===== config.mk =====
export PLATFORM = sky130hd
export DESIGN_NAME = time_date_setter
export DESIGN_NICKNAME = d
export VERILOG_FILES = /design/src/rtl/time_set_pkg.sv /design/src/rtl/button_debounce.sv /design/src/rtl/time_date_setter.sv
export SDC_FILE = /design/constraint.sdc
export NUM_CORES = 1
export LEC_CHECK = 0
export CORE_ASPECT_RATIO = 1.2
export CORE_MARGIN = 4
export CORE_UTILIZATION = 45
export CTS_CLUSTER_DIAMETER = 40
export DETAILED_ROUTE_END_ITERATION = 10
export PLACE_DENSITY = 0.63
export SLEW_MARGIN = 20
export SYNTH_ARGS = -nofsm -noshare
export SYNTH_HDL_FRONTEND = slang
export SYNTH_SLANG_ARGS = --single-unit
export TNS_END_PERCENT = 30

===== constraint.sdc =====
create_clock -name clk -period 3.5 [get_ports clk]
set_input_delay 0.35 -clock clk [delete_from_list [all_inputs] [get_ports clk]]
set_output_delay 0.35 -clock clk [all_outputs]
set_load 0.005 [all_outputs]

===== src/rtl/time_set_pkg.sv =====
// Shared types, field codes and BCD/calendar helpers for the time/date editor.
package time_set_pkg;

   typedef enum logic [2:0] {ST_IDLE, ST_F1, ST_F2, ST_F3, ST_COMMIT} state_t;

   localparam logic [1:0] FLD_NONE = 2'd0;
   localparam logic [1:0] FLD_1    = 2'd1;
   localparam logic [1:0] FLD_2    = 2'd2;
   localparam logic [1:0] FLD_3    = 2'd3;

   localparam int NUM_BTN = 3;
   localparam int BTN_CHG = 0;
   localparam int BTN_INC = 1;
   localparam int BTN_DEC = 2;

   localparam logic [23:0] TIME_RST = 24'h000000;
   localparam logic [31:0] DATE_RST = 32'h01012024;

   typedef struct packed {
      logic [7:0] hour;
      logic [7:0] min;
      logic [7:0] sec;
   } time_bcd_t;

   typedef struct packed {
      logic [7:0]  day;
      logic [7:0]  month;
      logic [15:0] year;
   } date_bcd_t;

   // Out-of-range values (above mx) wrap to mn like the top of the range does.
   function automatic logic [7:0] bcd2_inc(input logic [7:0] v, input logic [7:0] mn,
                                           input logic [7:0] mx);
      if (v >= mx) return mn;
      if (v[3:0] == 4'd9) return {v[7:4] + 4'd1, 4'd0};
      return {v[7:4], v[3:0] + 4'd1};
   endfunction

   function automatic logic [7:0] bcd2_dec(input logic [7:0] v, input logic [7:0] mn,
                                           input logic [7:0] mx);
      if (v <= mn) return mx;
      if (v[3:0] == 4'd0) return {v[7:4] - 4'd1, 4'd9};
      return {v[7:4], v[3:0] - 4'd1};
   endfunction

   function automatic logic [15:0] year_inc(input logic [15:0] y);
      if (y[7:0] == 8'h99) return {bcd2_inc(y[15:8], 8'h00, 8'h99), 8'h00};
      return {y[15:8], bcd2_inc(y[7:0], 8'h00, 8'h99)};
   endfunction

   function automatic logic [15:0] year_dec(input logic [15:0] y);
      if (y[7:0] == 8'h00) return {bcd2_dec(y[15:8], 8'h00, 8'h99), 8'h99};
      return {y[15:8], bcd2_dec(y[7:0], 8'h00, 8'h99)};
   endfunction

   // 10*t + o is divisible by 4 exactly when 2*t + o is.
   function automatic logic bcd2_div4(input logic [7:0] v);
      return ((({v[7:4], 1'b0}) + {1'b0, v[3:0]}) & 5'd3) == 5'd0;
   endfunction

   function automatic logic is_leap(input logic [15:0] year_bcd);
      if (year_bcd[7:0] != 8'h00) return bcd2_div4(year_bcd[7:0]);
      return bcd2_div4(year_bcd[15:8]);
   endfunction

   function automatic logic [7:0] days_in_month(input logic [7:0] month_bcd,
                                                input logic [15:0] year_bcd);
      case (month_bcd)
         8'h02:                      return is_leap(year_bcd) ? 8'h29 : 8'h28;
         8'h04, 8'h06, 8'h09, 8'h11: return 8'h30;
         default:                    return 8'h31;
      endcase
   endfunction

endpackage


===== src/rtl/button_debounce.sv =====
// Synchronizes and debounces one active-low pushbutton; emits a one-cycle press pulse.
module button_debounce #(
   parameter int DEBOUNCE_CYCLES = 500_000,
   parameter int DEBOUNCE_W      = 20
) (
   input  logic clk,
   input  logic rst,
   input  logic btn_n,
   output logic press
);

   localparam logic [DEBOUNCE_W-1:0] CNT_LAST = DEBOUNCE_W'(DEBOUNCE_CYCLES - 1);

   logic [1:0]            sync;
   logic                  lvl;
   logic [DEBOUNCE_W-1:0] cnt;

   always_ff @(posedge clk) begin
      if (rst) begin
         sync  <= 2'b11;
         lvl   <= 1'b1;
         cnt   <= '0;
         press <= 1'b0;
      end else begin
         sync  <= {sync[0], btn_n};
         press <= 1'b0;
         if (sync[1] == lvl) begin
            cnt <= '0;
         end else if (cnt == CNT_LAST) begin
            // Only a released->pressed acceptance makes a pulse.
            cnt   <= '0;
            lvl   <= sync[1];
            press <= lvl;
         end else begin
            cnt <= cnt + 1'b1;
         end
      end
   end

endmodule


===== src/rtl/time_date_setter.sv =====
// Pushbutton editor for the clock/calendar: edits a BCD shadow copy and strobes it back on commit.
module time_date_setter
   import time_set_pkg::*;
#(
   parameter int DEBOUNCE_CYCLES = 500_000,
   parameter int DEBOUNCE_W      = 20
) (
   input  logic        clk,
   input  logic        rst,
   input  logic        sw_mode,
   input  logic        butt_change,
   input  logic        butt_increase,
   input  logic        butt_decrease,
   input  logic [23:0] cur_time,
   input  logic [31:0] cur_date,
   output logic [23:0] set_time,
   output logic [31:0] set_date,
   output logic        load_time,
   output logic        load_date,
   output logic        edit_active,
   output logic [1:0]  edit_field
);

   logic [NUM_BTN-1:0] btn_n, press;
   assign btn_n = {butt_decrease, butt_increase, butt_change};

   for (genvar i = 0; i < NUM_BTN; i++) begin : g_btn
      button_debounce #(
         .DEBOUNCE_CYCLES (DEBOUNCE_CYCLES),
         .DEBOUNCE_W      (DEBOUNCE_W)
      ) u_db (
         .clk   (clk),
         .rst   (rst),
         .btn_n (btn_n[i]),
         .press (press[i])
      );
   end

   logic chg, adj_up, adj_dn;
   assign chg    = press[BTN_CHG];
   assign adj_up = press[BTN_INC] & ~press[BTN_DEC] & ~chg;
   assign adj_dn = press[BTN_DEC] & ~press[BTN_INC] & ~chg;

   state_t    state, state_nxt;
   logic      edit_kind;
   time_bcd_t sh_time;
   date_bcd_t sh_date;
   logic      mode_ok, in_field;
   logic [7:0] dim_sh, day_clamped;

   assign mode_ok     = (sw_mode == edit_kind);
   assign in_field    = (state == ST_F1) || (state == ST_F2) || (state == ST_F3);
   assign dim_sh      = days_in_month(sh_date.month, sh_date.year);
   assign day_clamped = (sh_date.day > dim_sh) ? dim_sh : sh_date.day;

   always_ff @(posedge clk) begin
      if (rst) state <= ST_IDLE;
      else     state <= state_nxt;
   end

   always_comb begin
      state_nxt = state;
      case (state)
         ST_IDLE:   if (chg) state_nxt = ST_F1;
         ST_F1:     if (!mode_ok) state_nxt = ST_IDLE; else if (chg) state_nxt = ST_F2;
         ST_F2:     if (!mode_ok) state_nxt = ST_IDLE; else if (chg) state_nxt = ST_F3;
         ST_F3:     if (!mode_ok) state_nxt = ST_IDLE; else if (chg) state_nxt = ST_COMMIT;
         ST_COMMIT: state_nxt = ST_IDLE;
         default:   state_nxt = ST_IDLE;
      endcase
   end

   always_comb begin
      edit_active = (state != ST_IDLE);
      load_time   = (state == ST_COMMIT) && !edit_kind;
      load_date   = (state == ST_COMMIT) &&  edit_kind;
      case (state)
         ST_F1:   edit_field = FLD_1;
         ST_F2:   edit_field = FLD_2;
         ST_F3:   edit_field = FLD_3;
         default: edit_field = FLD_NONE;
      endcase
   end

   always_ff @(posedge clk) begin
      if (rst) begin
         edit_kind <= 1'b0;
         sh_time   <= TIME_RST;
         sh_date   <= DATE_RST;
      end else if (state == ST_IDLE && chg) begin
         edit_kind <= sw_mode;
         sh_time   <= cur_time;
         sh_date   <= cur_date;
      end else if (in_field && mode_ok && (adj_up || adj_dn)) begin
         case (state)
            ST_F1:
               if (edit_kind)
                  sh_date.day  <= adj_up ? bcd2_inc(sh_date.day, 8'h01, dim_sh)
                                         : bcd2_dec(sh_date.day, 8'h01, dim_sh);
               else
                  sh_time.hour <= adj_up ? bcd2_inc(sh_time.hour, 8'h00, 8'h23)
                                         : bcd2_dec(sh_time.hour, 8'h00, 8'h23);
            ST_F2:
               if (edit_kind)
                  sh_date.month <= adj_up ? bcd2_inc(sh_date.month, 8'h01, 8'h12)
                                          : bcd2_dec(sh_date.month, 8'h01, 8'h12);
               else
                  sh_time.min   <= adj_up ? bcd2_inc(sh_time.min, 8'h00, 8'h59)
                                          : bcd2_dec(sh_time.min, 8'h00, 8'h59);
            ST_F3:
               if (edit_kind)
                  sh_date.year <= adj_up ? year_inc(sh_date.year) : year_dec(sh_date.year);
               else
                  sh_time.sec  <= adj_up ? bcd2_inc(sh_time.sec, 8'h00, 8'h59)
                                         : bcd2_dec(sh_time.sec, 8'h00, 8'h59);
            default: ;
         endcase
      end
   end

   // Outputs are registered on the way into COMMIT so they are valid with the strobe and hold after.
   always_ff @(posedge clk) begin
      if (rst) begin
         set_time <= TIME_RST;
         set_date <= DATE_RST;
      end else if (state_nxt == ST_COMMIT) begin
         if (edit_kind) set_date <= {day_clamped, sh_date.month, sh_date.year};
         else           set_time <= sh_time;
      end
   end

endmodule


== Word-level counts from Yosys, hierarchy flattened ==
Index checks and enable logic that the tools add are counted.
Storage, ports and cells
  flip-flop bits (word level): 188
  input bits: 62
  output and inout port bits: 61
  logic and storage cells: 488
Operators by class
  add/subtract/negate cells: 33
  magnitude comparators: 15
  equal/unequal tests: 35
  muxes and demuxes: 301
  bitwise logic cells: 14
  reductions and logical operators: 60
Operators by type and width (count)
  2-to-1 mux 8 bit: 72
  2-to-1 mux 1 bit: 208
  2-to-1 mux 16 bit: 7
  2-to-1 mux 32 bit: 2
  adder 20 x 1 -> 20 bit, second input constant: 3
  == test 20 x 19 -> 1 bit, second input constant: 3
  adder 4 x 1 -> 4 bit, second input constant: 14
  <= comparator 8 x 1 -> 1 bit, second input constant: 7
  subtractor 4 x 1 -> 4 bit, second input constant: 14
  2-to-1 mux 24 bit: 2
  AND reduction 5 bit: 7
  == test 4 bit, second input constant: 7
  zero test 4 bit: 7
  2-to-1 mux 3 bit: 7
  != test 4 x 1 -> 1 bit, second input constant: 5
  nonzero test 4 bit: 5
  AND reduction 3 bit: 6
  OR reduction 3 bit: 6
  == test 8 x 3 -> 1 bit, second input constant: 2
  greater-or-equal comparator 8 x 7 -> 1 bit, second input constant: 2
  greater-or-equal comparator 8 bit, second input constant: 2
  case mux 3 bit (4 select lines): 1
  zero test 5 bit: 2
  != test 5 x 3 -> 1 bit, second input constant: 2
  other kinds (32): 65

== Longest topological paths before layout ==
  word-level depth: 29
  gate-level depth with buffers: 14
  depth with buffers taken out: 14

== Hierarchy ==
From an unflattened synthesis, not the netlist that was laid out.
Unflattened totals
  cell total of the unflattened synthesis: 1355
  area total of the unflattened synthesis: 10706.5 um^2
Modules (own cells, without submodules)
  time_date_setter: times used 1, cells an instance 1022, area an instance 7557.2 um^2, seq. area each 2322.2 um^2
  button_debounce: times used 3, cells an instance 111, area an instance 1049.8 um^2, seq. area each 480.5 um^2

== Worst setup path after synthesis ==
OpenSTA, ideal clock, no wires.
  path kind: flip-flop to flip-flop
  start: reg sh_date[5] (netlist name)
  end: reg sh_date[29] (netlist name)
  library setup time: 0.095 ns
  arrival time: 3.128 ns
  data required time: 3.405 ns
  slack: 0.277 ns
  stages on the path, launching flop included: 15
  path buffers: 0
  period minus slack after synthesis: 3.223 ns
  cell sequence: dfxtp_1 > inv_1 > ha_1 > or3b_2 > nor4_1 > a211oi_1 > a21o_1 > inv_1 > ha_1 > nor3b_1 > o221ai_1 > nor4_2 > a211o_1 > a21oi_1 > a221oi_1
On the way
  cells in the longest elaborated chain, start to end: 20
  elaborated cells on any way between the ends: 22
  those cells by class: order compare: 1; eq/ne: 1; mux: 18; reduce/logical: 2
RTL lines
  start, declared: line time_date_setter.sv:47  | date_bcd_t sh_date;
  start signal, assigned: line time_date_setter.sv:93  | sh_date <= cur_date;
  nonzero test 8 bit *: line time_set_pkg.sv:62  | if (year_bcd[7:0] != 8'h00) return bcd2_div4(year_bcd[7:0]);
  2-to-1 mux 1 bit *: line time_set_pkg.sv:62
  2-to-1 mux 1 bit *: line time_set_pkg.sv:68  | case (month_bcd)
  2-to-1 mux 1 bit *: line time_set_pkg.sv:63  | return bcd2_div4(year_bcd[15:8]);
  2-to-1 mux 1 bit *: line time_set_pkg.sv:68
  2-to-1 mux 1 bit *: line time_set_pkg.sv:69  | 8'h02: return is_leap(year_bcd) ? 8'h29 : 8'h28;
  case mux 5 bit (2 select lines) *: line time_set_pkg.sv:68
  greater-or-equal comparator 8 bit *: line time_set_pkg.sv:34  | if (v >= mx) return mn;
  (+4 left out)
  2-to-1 mux 1 bit *: line time_date_setter.sv:90  | end else if (state == ST_IDLE && chg) begin
  2-to-1 mux 1 bit *: line time_date_setter.sv:86  | if (rst) begin
  2-to-1 mux 8 bit: line time_set_pkg.sv:35  | if (v[3:0] == 4'd9) return {v[7:4] + 4'd1, 4'd0};
  2-to-1 mux 8 bit: line time_date_setter.sv:98  | sh_date.day <= adj_up ? bcd2_inc(sh_date.day, 8'h01, dim_sh)
  2-to-1 mux 8 bit: line time_date_setter.sv:97  | if (edit_kind)
  2-to-1 mux 8 bit: line time_date_setter.sv:95  | case (state)
  2-to-1 mux 32 bit: line time_date_setter.sv:94  | end else if (in_field && mode_ok && (adj_up || adj_dn)) begin
  2-to-1 mux 32 bit: line time_date_setter.sv:90
Every way passes the cells marked *; elsewhere a longest branch is shown, timed or not. The select of a mux whose other input is x is not followed.
A chain may end at the register's enable or synchronous reset.

== Worst setup path after layout ==
  start: reg sh_date[4] (netlist name)
  end: reg sh_date[30] (netlist name)
On the way
  cells in the longest elaborated chain, start to end: 20
  elaborated cells on any way between the ends: 25
  those cells by class: add/sub: 1; order compare: 1; eq/ne: 1; mux: 19; reduce/logical: 3
RTL lines (line)
  adder 2 bit or nonzero test 8 bit (tied branches): time_set_pkg.sv:58, time_set_pkg.sv:62
  zero test 5 bit or 2-to-1 mux 1 bit (tied branches): time_set_pkg.sv:58, time_set_pkg.sv:62
  2-to-1 mux 1 bit (on tied branches): time_set_pkg.sv:62, time_set_pkg.sv:68
  2-to-1 mux 1 bit *: time_set_pkg.sv:63
  2-to-1 mux 1 bit *: time_set_pkg.sv:68
  2-to-1 mux 1 bit *: time_set_pkg.sv:69
  case mux 5 bit (2 select lines) *: time_set_pkg.sv:68
  greater-or-equal comparator 8 bit *: time_set_pkg.sv:34
  (+4 left out)
  2-to-1 mux 1 bit *: time_date_setter.sv:90
  2-to-1 mux 1 bit *: time_date_setter.sv:86
  2-to-1 mux 8 bit: time_set_pkg.sv:35
  2-to-1 mux 8 bit: time_date_setter.sv:98
  2-to-1 mux 8 bit: time_date_setter.sv:97
  2-to-1 mux 8 bit: time_date_setter.sv:95
  2-to-1 mux 32 bit: time_date_setter.sv:94
  2-to-1 mux 32 bit: time_date_setter.sv:90
Marks and branches as above.

==> impl_results.html <==
<table>
<tr><th>Metric</th><th>Value</th></tr>
<tr><th colspan="2">STA</th></tr>
<tr><td>Worst-margin pin slew</td><td>1050 ps</td></tr>
<tr><td>Max-Slew Margin vs Limit</td><td>0.298</td></tr>
<tr><td>Count of final hold-check violations</td><td>0</td></tr>
<tr><td>Number of pins with negative max-slew slack in the final report</td><td>0</td></tr>
<tr><td>Final setup violation count</td><td>0</td></tr>
<tr><td>Setup TNS</td><td>0 ps</td></tr>
<tr><td>Setup ws final</td><td>291 ps</td></tr>
<tr><td>Setup repair after global routing missed its margin</td><td>false</td></tr>
<tr><td>Share of the clock period used by the worst path after layout</td><td>0.917</td></tr>
<tr><td>Maximum frequency from static timing analysis</td><td>312 MHz</td></tr>
<tr><td>Largest clock skew in the final design</td><td>11.6 ps</td></tr>
<tr><td>Final min period</td><td>3210 ps</td></tr>
<tr><th colspan="2">Detailed routing</th></tr>
<tr><td>Residual antenna-violating net count after detailed routing</td><td>0</td></tr>
<tr><td>Detailed-route via count</td><td>9840</td></tr>
<tr><td>Detailed-route vias per instance</td><td>5.69</td></tr>
<tr><td>Post-DR wirelength/cell</td><td>16.2 microns</td></tr>
<tr><td>Post-detailed-route DRC marker count</td><td>0</td></tr>
<tr><td>Initial DRC count</td><td>579</td></tr>
<tr><td>Detailed-route wire length</td><td>27900 microns</td></tr>
<tr><td>First-pass detailed-route iteration total</td><td>5</td></tr>
<tr><th colspan="2">Synth</th></tr>
<tr><td>Nets in the synthesized netlist</td><td>1418</td></tr>
<tr><td>Synthesized instance count</td><td>1320</td></tr>
<tr><td>Sequential element share of the synthesized area</td><td>0.359</td></tr>
<tr><td>Post-synthesis async set-or-reset flop share</td><td>0</td></tr>
<tr><td>Commonest register cell after synthesis</td><td>sky130_fd_sc_hd__dfxtp_1</td></tr>
<tr><td>Synthesized area</td><td>10500 sq um</td></tr>
<tr><td>Avg Cell Area, Syn</td><td>7.94 sq um</td></tr>
<tr><td>Yosys reg bits</td><td>188</td></tr>
<tr><td>Yosys warning total</td><td>0</td></tr>
<tr><td>Count of different cell masters after synthesis</td><td>77</td></tr>
<tr><td>Number of synthesized flops with an enable pin</td><td>0</td></tr>
<tr><th colspan="2">Power and ir drop</th></tr>
<tr><td>Worst voltage drop across the vdd grid</td><td>321 uV</td></tr>
<tr><td>Static leakage</td><td>4.32 nW</td></tr>
<tr><td>Pwr per Cell Area</td><td>337 nW/um^2</td></tr>
<tr><th colspan="2">Clock tree</th></tr>
<tr><td>Hold-fix buffers, CTS</td><td>0</td></tr>
<tr><td>Buffer depth of the longest clock path</td><td>2</td></tr>
<tr><td>Max H-tree Level</td><td>4</td></tr>
<tr><td>Reg clk slew, reported paths</td><td>80 ps</td></tr>
<tr><td>Clock tree from TritonCTS</td><td>built</td></tr>
<tr><td>CTS Buf Count</td><td>17</td></tr>
<tr><td>Number of sinks handled by clock tree synthesis</td><td>188</td></tr>
<tr><td>Clock latency on the worst-skew pair</td><td>440 ps</td></tr>
<tr><td>Root Driver</td><td>sky130_fd_sc_hd__clkbuf_16</td></tr>
<tr><th colspan="2">Finish</th></tr>
<tr><td>Area delta synth-&gt;final</td><td>20.4%</td></tr>
<tr><td>Area of the multi-input gates</td><td>6250 sq um</td></tr>
<tr><td>Most frequent standard cell in the layout excluding fill and tap cells</td><td>sky130_fd_sc_hd__dfxtp_1</td></tr>
<tr><td>Total area of sequential cells</td><td>3760 sq um</td></tr>
<tr><td>Filler cell count</td><td>2242</td></tr>
<tr><td>Fraction of final layout cells with drive strength greater than 1</td><td>0.0740</td></tr>
<tr><td>Count of nets after finishing</td><td>1503</td></tr>
<tr><td>Most frequent cells in the layout</td><td>188 x sky130_fd_sc_hd__dfxtp_1, 163 x sky130_fd_sc_hd__nor2_1, 141 x sky130_fd_sc_hd__nand2_1, 121 x sky130_fd_sc_hd__clkdlybuf4s50_1, 94 x sky130_fd_sc_hd__a21oi_1</td></tr>
<tr><td>Diodes inserted</td><td>0</td></tr>
<tr><th colspan="2">Worst setup path</th></tr>
<tr><td>Reg-to-reg endpoint</td><td>sh_date[30]</td></tr>
<tr><td>CP arrival</td><td>3580 ps</td></tr>
<tr><td>Worst Path Class, Setup</td><td>reg -&gt; reg</td></tr>
<tr><td>Endpoint required time on the critical path</td><td>3870 ps</td></tr>
<tr><td>Top fanout value on the critical path</td><td>5</td></tr>
<tr><td>Register-to-Register Setup Slack</td><td>290 ps</td></tr>
<tr><td>Type of element capturing the critical path</td><td>flip-flop</td></tr>
<tr><td>Number of cells traversed by the worst register-to-register path</td><td>15</td></tr>
<tr><td>Startpoint types</td><td>flip-flop</td></tr>
<tr><td>Worst R2R Start</td><td>sh_date[4]</td></tr>
<tr><th colspan="2">Place</th></tr>
<tr><td>DPL Wire Length</td><td>19400 microns</td></tr>
<tr><td>Worst setup timing slack at the placement stage</td><td>66.3 ps</td></tr>
<tr><td>Total of buffers placed on input and output ports</td><td>122</td></tr>
<tr><td>Final estimated routing congestion in global placement</td><td>0.867</td></tr>
<tr><th colspan="2">GRT</th></tr>
<tr><td>Overflow left after global routing</td><td>0</td></tr>
<tr><td>Wire length of the first global-routing pass</td><td>46400 microns</td></tr>
<tr><td>Combined global-route utilization of all metal layers</td><td>0.214</td></tr>
<tr><td>Maximum number of pins on one net before global-route repair</td><td>63</td></tr>
<tr><td>Number of global-route vias before repair</td><td>9323</td></tr>
<tr><td>Number of antenna violations at the first check in global routing</td><td>0</td></tr>
<tr><th colspan="2">Floorplan</th></tr>
<tr><td>Starting density of the core</td><td>0.462</td></tr>
<tr><td>I/O pin count</td><td>123</td></tr>
<tr><td>Die footprint</td><td>25800 sq um</td></tr>
<tr><td>Width of the die</td><td>147 microns</td></tr>
<tr><td>Number of rows created at floorplan</td><td>60</td></tr>
<tr><td>Core area</td><td>22700 sq um</td></tr>
<tr><td>Y dimension of the die</td><td>175 microns</td></tr>
<tr><th colspan="2">Run status</th></tr>
<tr><td>Run status</td><td>complete, no violations</td></tr>
<tr><th colspan="2">Job</th></tr>
<tr><td>Max-cap viol count</td><td>0</td></tr>
<tr><th colspan="2">Hold path</th></tr>
<tr><td>Worst hold path class</td><td>in -&gt; reg</td></tr>
<tr><td>Source of the worst hold timing path</td><td>rst</td></tr>
<tr><td>Cell count of the worst hold path</td><td>2</td></tr>
<tr><td>Hold endpoint</td><td>sh_time[9]</td></tr>
</table>
report_power, final:
group          total (mW)  switching (mW)  internal [mW]  leakage (nW)
Clock                1.98           0.956           1.02         0.292
Sequential           2.14         0.00270           2.14          1.52
Combinational       0.126          0.0574         0.0683          2.51
cell usage after synthesis, types with 6 or more instances:
| library cell | count | area [sq um] |
|---|---|---|
| sky130_fd_sc_hd__o31ai_1 | 14 | 105 |
| sky130_fd_sc_hd__xor2_1 | 44 | 385 |
| sky130_fd_sc_hd__a211oi_1 | 22 | 165 |
| sky130_fd_sc_hd__or2_2 | 10 | 62.6 |
| sky130_fd_sc_hd__o211ai_1 | 20 | 150 |
| sky130_fd_sc_hd__a21oi_1 | 94 | 470 |
| sky130_fd_sc_hd__nor4_1 | 15 | 93.8 |
| sky130_fd_sc_hd__a211o_1 | 10 | 87.6 |
| sky130_fd_sc_hd__dfxtp_1 | 188 | 3760 |
| sky130_fd_sc_hd__o21ai_0 | 52 | 260 |
| sky130_fd_sc_hd__clkbuf_1 | 71 | 267 |
| sky130_fd_sc_hd__xnor2_1 | 26 | 228 |
| sky130_fd_sc_hd__and3_1 | 18 | 113 |
| sky130_fd_sc_hd__o22ai_1 | 10 | 62.6 |
| sky130_fd_sc_hd__and2_1 | 9 | 56.3 |
| sky130_fd_sc_hd__a221oi_1 | 10 | 87.6 |
| sky130_fd_sc_hd__nor4b_1 | 9 | 78.8 |
| sky130_fd_sc_hd__and4_1 | 6 | 52.6 |
| sky130_fd_sc_hd__nor2b_1 | 11 | 68.8 |
| sky130_fd_sc_hd__nor3_1 | 31 | 155 |
| sky130_fd_sc_hd__nand3_1 | 55 | 275 |
| sky130_fd_sc_hd__inv_1 | 39 | 146 |
| sky130_fd_sc_hd__nand4_1 | 23 | 144 |
| sky130_fd_sc_hd__a22oi_1 | 7 | 52.6 |
| sky130_fd_sc_hd__a31oi_1 | 16 | 100 |
| sky130_fd_sc_hd__o221ai_1 | 8 | 70.1 |
| sky130_fd_sc_hd__nor3b_1 | 10 | 75.1 |
| sky130_fd_sc_hd__or3_1 | 14 | 87.6 |
| sky130_fd_sc_hd__ha_1 | 36 | 450 |
| sky130_fd_sc_hd__mux2i_1 | 29 | 290 |
| sky130_fd_sc_hd__nand2_1 | 141 | 529 |
| sky130_fd_sc_hd__buf_2 | 11 | 55.1 |
| sky130_fd_sc_hd__nand2b_1 | 9 | 56.3 |
| sky130_fd_sc_hd__nor2_1 | 165 | 619 |
kinds of logic after synthesis:
group / share of synthesized area
buffers and inverters: 0.0482
flip-flops: 0.359
XOR/XNOR: 0.0585
AND/OR/NAND/NOR: 0.261
multiplexers: 0.0320
AO/OA/AOI/OAI: 0.198
adder cells (fa/ha/maj): 0.0430
routing by layer:
metal  vias to the layer above  share of wire  track usage
met4                         0          0.024       0.0816
met5                         -              0            0
met2                       292           0.47        0.351
met1                      4604           0.46        0.281
met3                        47          0.054       0.0376
li1                       4897              -            -
state kept, by name, indices dropped and copies added (netlist names):
name              cells
edit_kind             1
g_btn.u_db.lvl        3
sh_time              24
state                 3
g_btn.u_db.cnt       60
g_btn.u_db.press      3
sh_date              32
g_btn.u_db.sync       6
set_date             32
set_time             24
worst max-delay path, cell delays in order (launching register included):
cell and delay, ps:
sky130_fd_sc_hd__dfxtp_1 310, sky130_fd_sc_hd__inv_1 120, sky130_fd_sc_hd__ha_1 170, sky130_fd_sc_hd__or3b_2 500
sky130_fd_sc_hd__nor4_2 270, sky130_fd_sc_hd__a211oi_1 90, sky130_fd_sc_hd__a21o_1 190, sky130_fd_sc_hd__inv_1 60
sky130_fd_sc_hd__ha_1 120, sky130_fd_sc_hd__nor3b_2 210, sky130_fd_sc_hd__o221ai_2 190, sky130_fd_sc_hd__nor4b_2 280
sky130_fd_sc_hd__buf_4 160, sky130_fd_sc_hd__nand3b_1 70, sky130_fd_sc_hd__a211o_1 290, sky130_fd_sc_hd__a21oi_1 110
layout make-up:
type | instances | share of cell area
Sequential cell | 188 | 0.298
Clock inverter | 15 | 0.0137
Timing Repair Buffer | 153 | 0.116
Inverter | 40 | 0.0119
Multi-Input combinational cell | 1005 | 0.496
Tap cell | 310 | 0.0307
Clock buffer | 17 | 0.0337
what timing repair did:
item	in CTS	in global routing
resized for setup	0	6
buffers inserted	0	0
endpoints found under the setup margin	0	8
worst max-delay path by stage:
stage,start,to,slack (ps),cells past startpoint
3_3_place_gp,sh_date[4],sh_date[30],150,15
3_5_place_dp,sh_date[4],sh_date[30],70,15
5_1_grt,sh_date[4],sh_date[29],30,15
6_report,sh_date[4],sh_date[30],290,15
2_1_floorplan,sh_date[5],sh_date[29],280,14
4_1_cts,sh_date[4],sh_date[27],30,15
per-stage QoR:
step	instances	hold WS (ps)	cell area, sq um	utilization	power (mW)
floorplan	1320	389	10500	-	2.23
global placement	1696	393	12000	0.529	2.32
detailed placement	1696	400	12000	0.529	2.32
CTS	1728	325	12600	0.555	4.30
global route	1728	358	12600	0.556	4.40
finish	1728	342	12600	0.556	4.25
No activity file was read; power rests on OpenSTA's default activity.
